`src/rtl/vsync_timing_controller.sv`:
```
// Configuration front end for the video timing core: shadow registers written through a
// simple port, transferred to the live outputs only while the core is idle.
module vsync_timing_controller #(
  parameter int V_COUNTER_WIDTH  = 12,
  parameter int H_COUNTER_WIDTH  = 12,
  parameter int DATA_WIDTH       = 32,
  parameter int INIT_HTOTAL      = 1650,
  parameter int INIT_HDISP_START = 0,
  parameter int INIT_HDISP_END   = 1280,
  parameter int INIT_HSYNC_START = 1390,
  parameter int INIT_HSYNC_END   = 1430,
  parameter int INIT_VTOTAL      = 750,
  parameter int INIT_VDISP_START = 0,
  parameter int INIT_VDISP_END   = 720,
  parameter int INIT_VSYNC_START = 725,
  parameter int INIT_VSYNC_END   = 730,
  parameter bit INIT_HSYNC_POL   = 1'b1,
  parameter bit INIT_VSYNC_POL   = 1'b1
) (
  input  logic                       clk,
  input  logic                       reset,
  input  logic                       s_wr_en,
  input  logic [3:0]                 s_wr_addr,
  input  logic [DATA_WIDTH-1:0]      s_wr_data,
  input  logic                       ctl_start,
  input  logic                       ctl_stop,
  input  logic                       ctl_update,
  output logic                       core_enable,
  input  logic                       core_busy,
  output logic [H_COUNTER_WIDTH-1:0] param_htotal,
  output logic [H_COUNTER_WIDTH-1:0] param_hdisp_start,
  output logic [H_COUNTER_WIDTH-1:0] param_hdisp_end,
  output logic [H_COUNTER_WIDTH-1:0] param_hsync_start,
  output logic [H_COUNTER_WIDTH-1:0] param_hsync_end,
  output logic [V_COUNTER_WIDTH-1:0] param_vtotal,
  output logic [V_COUNTER_WIDTH-1:0] param_vdisp_start,
  output logic [V_COUNTER_WIDTH-1:0] param_vdisp_end,
  output logic [V_COUNTER_WIDTH-1:0] param_vsync_start,
  output logic [V_COUNTER_WIDTH-1:0] param_vsync_end,
  output logic                       param_hsync_pol,
  output logic                       param_vsync_pol,
  output logic                       st_running,
  output logic                       st_dirty,
  output logic                       st_apply_done
);

  localparam int HW = H_COUNTER_WIDTH;
  localparam int VW = V_COUNTER_WIDTH;

  localparam logic [HW-1:0] INIT_H [5] = '{HW'(INIT_HTOTAL), HW'(INIT_HDISP_START),
    HW'(INIT_HDISP_END), HW'(INIT_HSYNC_START), HW'(INIT_HSYNC_END)};
  localparam logic [VW-1:0] INIT_V [5] = '{VW'(INIT_VTOTAL), VW'(INIT_VDISP_START),
    VW'(INIT_VDISP_END), VW'(INIT_VSYNC_START), VW'(INIT_VSYNC_END)};

  typedef enum logic [2:0] {
    S_IDLE, S_WAIT_IDLE, S_APPLY, S_RUN, S_DRAIN, S_STOPPING
  } state_t;

  state_t r_state;
  state_t w_state_next;

  logic [HW-1:0] r_sh_h   [5];
  logic [HW-1:0] r_live_h [5];
  logic [VW-1:0] r_sh_v   [5];
  logic [VW-1:0] r_live_v [5];
  logic          r_sh_hpol, r_sh_vpol;
  logic          r_live_hpol, r_live_vpol;
  logic          r_dirty;
  logic          r_apply_done;

  logic w_wr_valid;
  logic w_apply;
  logic w_unused;

  assign w_wr_valid = s_wr_en && (s_wr_addr <= 4'd10);
  assign w_apply    = (r_state == S_APPLY);
  assign w_unused   = ^s_wr_data;

  always_ff @(posedge clk) begin
    if (reset) begin
      r_state <= S_IDLE;
    end else begin
      r_state <= w_state_next;
    end
  end

  // Stop outranks update, which outranks start; each state only listens to the pulses it honours.
  always_comb begin
    w_state_next = r_state;
    case (r_state)
      S_IDLE:      if (ctl_start) w_state_next = core_busy ? S_WAIT_IDLE : S_APPLY;
      S_WAIT_IDLE: if (!core_busy) w_state_next = S_APPLY;
      S_APPLY:     w_state_next = S_RUN;
      S_RUN: begin
        if (ctl_stop)        w_state_next = S_STOPPING;
        else if (ctl_update) w_state_next = S_DRAIN;
      end
      S_DRAIN: begin
        if (ctl_stop)        w_state_next = S_STOPPING;
        else if (!core_busy) w_state_next = S_APPLY;
      end
      S_STOPPING:  if (!core_busy) w_state_next = S_IDLE;
      default:     w_state_next = S_IDLE;
    endcase
  end

  // Shadow takes writes in any state; live copies the pre-write shadow during APPLY.
  always_ff @(posedge clk) begin
    if (reset) begin
      for (int i = 0; i < 5; i++) begin
        r_sh_h[i]   <= INIT_H[i];
        r_live_h[i] <= INIT_H[i];
        r_sh_v[i]   <= INIT_V[i];
        r_live_v[i] <= INIT_V[i];
      end
      r_sh_hpol    <= INIT_HSYNC_POL;
      r_sh_vpol    <= INIT_VSYNC_POL;
      r_live_hpol  <= INIT_HSYNC_POL;
      r_live_vpol  <= INIT_VSYNC_POL;
      r_dirty      <= 1'b0;
      r_apply_done <= 1'b0;
    end else begin
      for (int i = 0; i < 5; i++) begin
        if (s_wr_en && s_wr_addr == 4'(i))     r_sh_h[i] <= s_wr_data[HW-1:0];
        if (s_wr_en && s_wr_addr == 4'(i + 5)) r_sh_v[i] <= s_wr_data[VW-1:0];
        if (w_apply) begin
          r_live_h[i] <= r_sh_h[i];
          r_live_v[i] <= r_sh_v[i];
        end
      end
      if (s_wr_en && s_wr_addr == 4'd10) begin
        r_sh_hpol <= s_wr_data[0];
        r_sh_vpol <= s_wr_data[1];
      end
      if (w_apply) begin
        r_live_hpol <= r_sh_hpol;
        r_live_vpol <= r_sh_vpol;
      end
      if (w_wr_valid)   r_dirty <= 1'b1;
      else if (w_apply) r_dirty <= 1'b0;
      r_apply_done <= w_apply;
    end
  end

  assign core_enable       = (r_state == S_RUN);
  assign st_running        = (r_state == S_RUN);
  assign st_dirty          = r_dirty;
  assign st_apply_done     = r_apply_done;
  assign param_htotal      = r_live_h[0];
  assign param_hdisp_start = r_live_h[1];
  assign param_hdisp_end   = r_live_h[2];
  assign param_hsync_start = r_live_h[3];
  assign param_hsync_end   = r_live_h[4];
  assign param_vtotal      = r_live_v[0];
  assign param_vdisp_start = r_live_v[1];
  assign param_vdisp_end   = r_live_v[2];
  assign param_vsync_start = r_live_v[3];
  assign param_vsync_end   = r_live_v[4];
  assign param_hsync_pol   = r_live_hpol;
  assign param_vsync_pol   = r_live_vpol;

endmodule

```
`config.mk`:
```
export PLATFORM = sky130hd
export DESIGN_NAME = vsync_timing_controller
export DESIGN_NICKNAME = d
export VERILOG_FILES = /design/src/rtl/vsync_timing_controller.sv
export SDC_FILE = /design/constraint.sdc
export NUM_CORES = 1
export LEC_CHECK = 0
export ABC_CLOCK_PERIOD_IN_PS = 15250
export BUFFER_PORTS_ARGS = -buffer_cell sky130_fd_sc_hd__buf_2
export CORE_ASPECT_RATIO = 0.8
export CORE_UTILIZATION = 59
export DETAILED_ROUTE_END_ITERATION = 7
export GPL_TIMING_DRIVEN = 0
export PLACE_DENSITY_LB_ADDON = 0.3
export SYNTH_ARGS = -nofsm -noshare
export SYNTH_HDL_FRONTEND = slang
export SYNTH_SLANG_ARGS = --single-unit
```
`constraint.sdc`:
```
create_clock -name clk -period 15.25 [get_ports clk]
set_input_delay 0.7625 -clock clk [delete_from_list [all_inputs] [get_ports clk]]
set_output_delay 0.7625 -clock clk [all_outputs]
set_load 0.05 [all_outputs]
```
==> results.json <==
{
  "outcome": "complete, no violations",
  "crit_path_top_delay_cell": "dfxtp_1",
  "drcViolationCount": 0,
  "period_share_pct": 18.6,
  "fin_crit_ns": 2.84,
  "avgSynthCellArea_um2": 17.4,
  "crit_chain": "and2b_4, buf_2, and2_1, buf_4, buf_2",
  "crit_family": "buffers and inverters",
  "hp-class": "reg2reg",
  "dr.pass1.iters": 5,
  "htree_levels": 1,
  "final_nets": 739,
  "ctsResizeCount": 0,
  "row_count": 40,
  "synth.area.top_cells": "edfxtp_1, and3_1, nand2b_1, dfxtp_1, and2_1",
  "slew_viol_final": 0,
  "synth_most_common_cell": "edfxtp_1",
  "synth_warnings": 0,
  "critPathArrivalTime_ns": 2.08,
  "setup_violations": 0,
  "via_per_inst": 5.48,
  "grt-busiest-layer": "met2",
  "maxCapViolations": 0,
  "wl_per_cell_um": 19.6,
  "wirelength_um": 17700,
  "antennaDiodeCount": 0,
  "cp.buffers_inverters": 3,
  "post_cts.repair.setup_buffers": 0,
  "holdBufCountCts": 0,
  "worstSetupPathType": "reg2out",
  "clk_pin_slew_worst_paths_ns": 0.07,
  "clk_latency_ns": 0.50,
  "synth_edf_count": 240,
  "start_util_pct": 60.3,
  "met2_usage_pct": 36.5,
  "syn_inst": 517,
  "ioPinCount": 169,
  "grtUsageMet1_pct": 33.1,
  "antenna_found_initial": 1,
  "fp.dieW_um": 140,
  "slew_headroom_pct": 49.5,
  "syn_nets": 560,
  "core_um2": 15000,
  "cts-buffers-inserted": 23,
  "start_kind": "flop",
  "power.density_nw_per_um2": 144,
  "synth_ff_type": "edfxtp_1",
  "cts_max_path_buffers": 3,
  "worstPathRequired_ns": 14.49,
  "timing.fmax_ghz": 0.352,
  "portBuffers": 145,
  "cts_root_buf": "clkbuf_16",
  "hold_violations": 0,
  "synth_top_area_share_pct": 79.9,
  "ant_nets": 0,
  "synth_common_cells": "edfxtp_1, and3_1, nand2b_1",
  "rsz0062_at_grt": "no",
  "synth_top_cell_by_area": "edfxtp_1",
  "syn_area_um2": 9020,
  "grt_pass1_vias": 4727,
  "ys_types": 41,
  "dieArea_um2": 15800,
  "grt_start_max_net_pins": 37,
  "grt_pass1_wl_um": 26700,
  "synth.ff_latch_count": 249,
  "cts_tree": "done",
  "cp-end-kind": "primary output",
  "fin_worst_skew_ns": 0.00987,
  "slowest_delay_ns": 0.52,
  "use_met3_pct": 4.10,
  "p_leak_uw": 0.00424,
  "grt_remaining_overflow": 0,
  "place_hpwl_um": 11900,
  "gp_congestion": 0.871,
  "ys_seq_area_share_pct": 81.9,
  "peakVddDrop_mv": 0.0924,
  "cp_max_fo": 10,
  "tightest_slew_ns": 0.752,
  "drt_iter0_drc": 373,
  "fillerInstances": 913,
  "tns_ns": 0,
  "drive_above_1_share_pct": 31.0,
  "routed-via-count": 4937,
  "area_growth_pct": 20.7,
  "die_h_um": 113,
  "clock_sinks": 249,
  "cp_common_cell": "buf_2",
  "grtUsageTotal_pct": 22.9,
  "synthArstFlopShare_pct": 0,
  "holdWs_ns": 0.482
}
[metal layers]
metal	up-vias	routed length [um]
met3	30	1490
met2	230	8380
met4	0	418
met5	-	0
li1	2298	-
met1	2379	7390
[per-stage QoR]
| step | instance area, um^2 | power [uW] | instances | utilization, % | worst slack, ns |
|---|---|---|---|---|---|
| floorplan | 9020 | 961 | 517 | - | 8.68 |
| global placement | 9980 | 1010 | 851 | 66.7 | 7.14 |
| detailed placement | 10100 | 1010 | 860 | 67.7 | 12.85 |
| CTS | 10900 | 1570 | 901 | 72.7 | 12.41 |
| global route | 10900 | 1610 | 901 | 72.7 | 12.32 |
| finish | 10900 | 1560 | 901 | 72.7 | 12.41 |
[logic make-up after synthesis]
group / Yosys count / share of synthesized area, %
DFF: 249 / 81.9
and+or+nand+nor: 210 / 14.5
AOI/OAI and AO/OA: 23 / 1.62
buffers and inverters: 35 / 1.94
[sequential cells by signal, indices dropped and copies added (netlist names)]
register	count
param_hsync_pol	1
r_live_h	60
r_state	3
r_sh_v	60
r_sh_vpol	1
param_vsync_pol	1
r_live_v	60
st_apply_done	1
st_dirty	1
r_sh_hpol	1
r_sh_h	60
[cell usage in the layout, fill, tap and decap left out, drive strengths merged, types with 3 or more instances in the layout]
master  count
nand2      11
nand3       6
nand2b     58
clkinv      7
and3       88
o22a        3
inv         4
o21ai      11
nand3b      3
clkbuf     44
and2       13
or3         9
nor2        4
nor2b       7
dfxtp       9
buf       172
bufinv      3
edfxtp    240
[power by group]
part | total [uW] | leakage [uW] | internal, uW | switching, uW
clock network | 567 | 0.000372 | 338 | 228
logic | 183 | 0.00151 | 40.5 | 143
registers | 815 | 0.00236 | 802 | 12.8
total | 1560 | 0.00424 | 1180 | 384
[cell type report]
type                            instances  area (um^2)  share of cell area, %
Buffer                                 31          160                   1.47
Multi-Input combinational cell        233         1470                   13.5
Timing Repair Buffer                  154          866                   7.95
Sequential cell                       249         7390                   67.9
Clock buffer                           31          626                   5.75
Tap cell                              189          236                   2.17
Inverter                                4         15.0                  0.138
Clock inverter                         10          124                   1.14
[worst paths after layout]
| check | startpoint | endpoint | slack, ns | depth (start not counted) |
|---|---|---|---|---|
| setup reg to reg | r_state[1] | r_live_h[0][49] | 13.05 | 5 |
| setup / recovery | r_state[1] | st_running | 12.41 | 5 |
| hold / removal | r_sh_hpol | param_hsync_pol | 0.48 | 1 |
| hold reg to reg | r_sh_hpol | param_hsync_pol | 0.48 | 1 |
[worst register-to-register path, stage by stage, from the launching register on]
cell and delay (ns):
dfxtp_1 0.52, nand2b_1 0.17, o21ai_4 0.52, buf_16 0.25
buf_12 0.22, buf_16 0.21
Power figures use the tool's default switching activity.
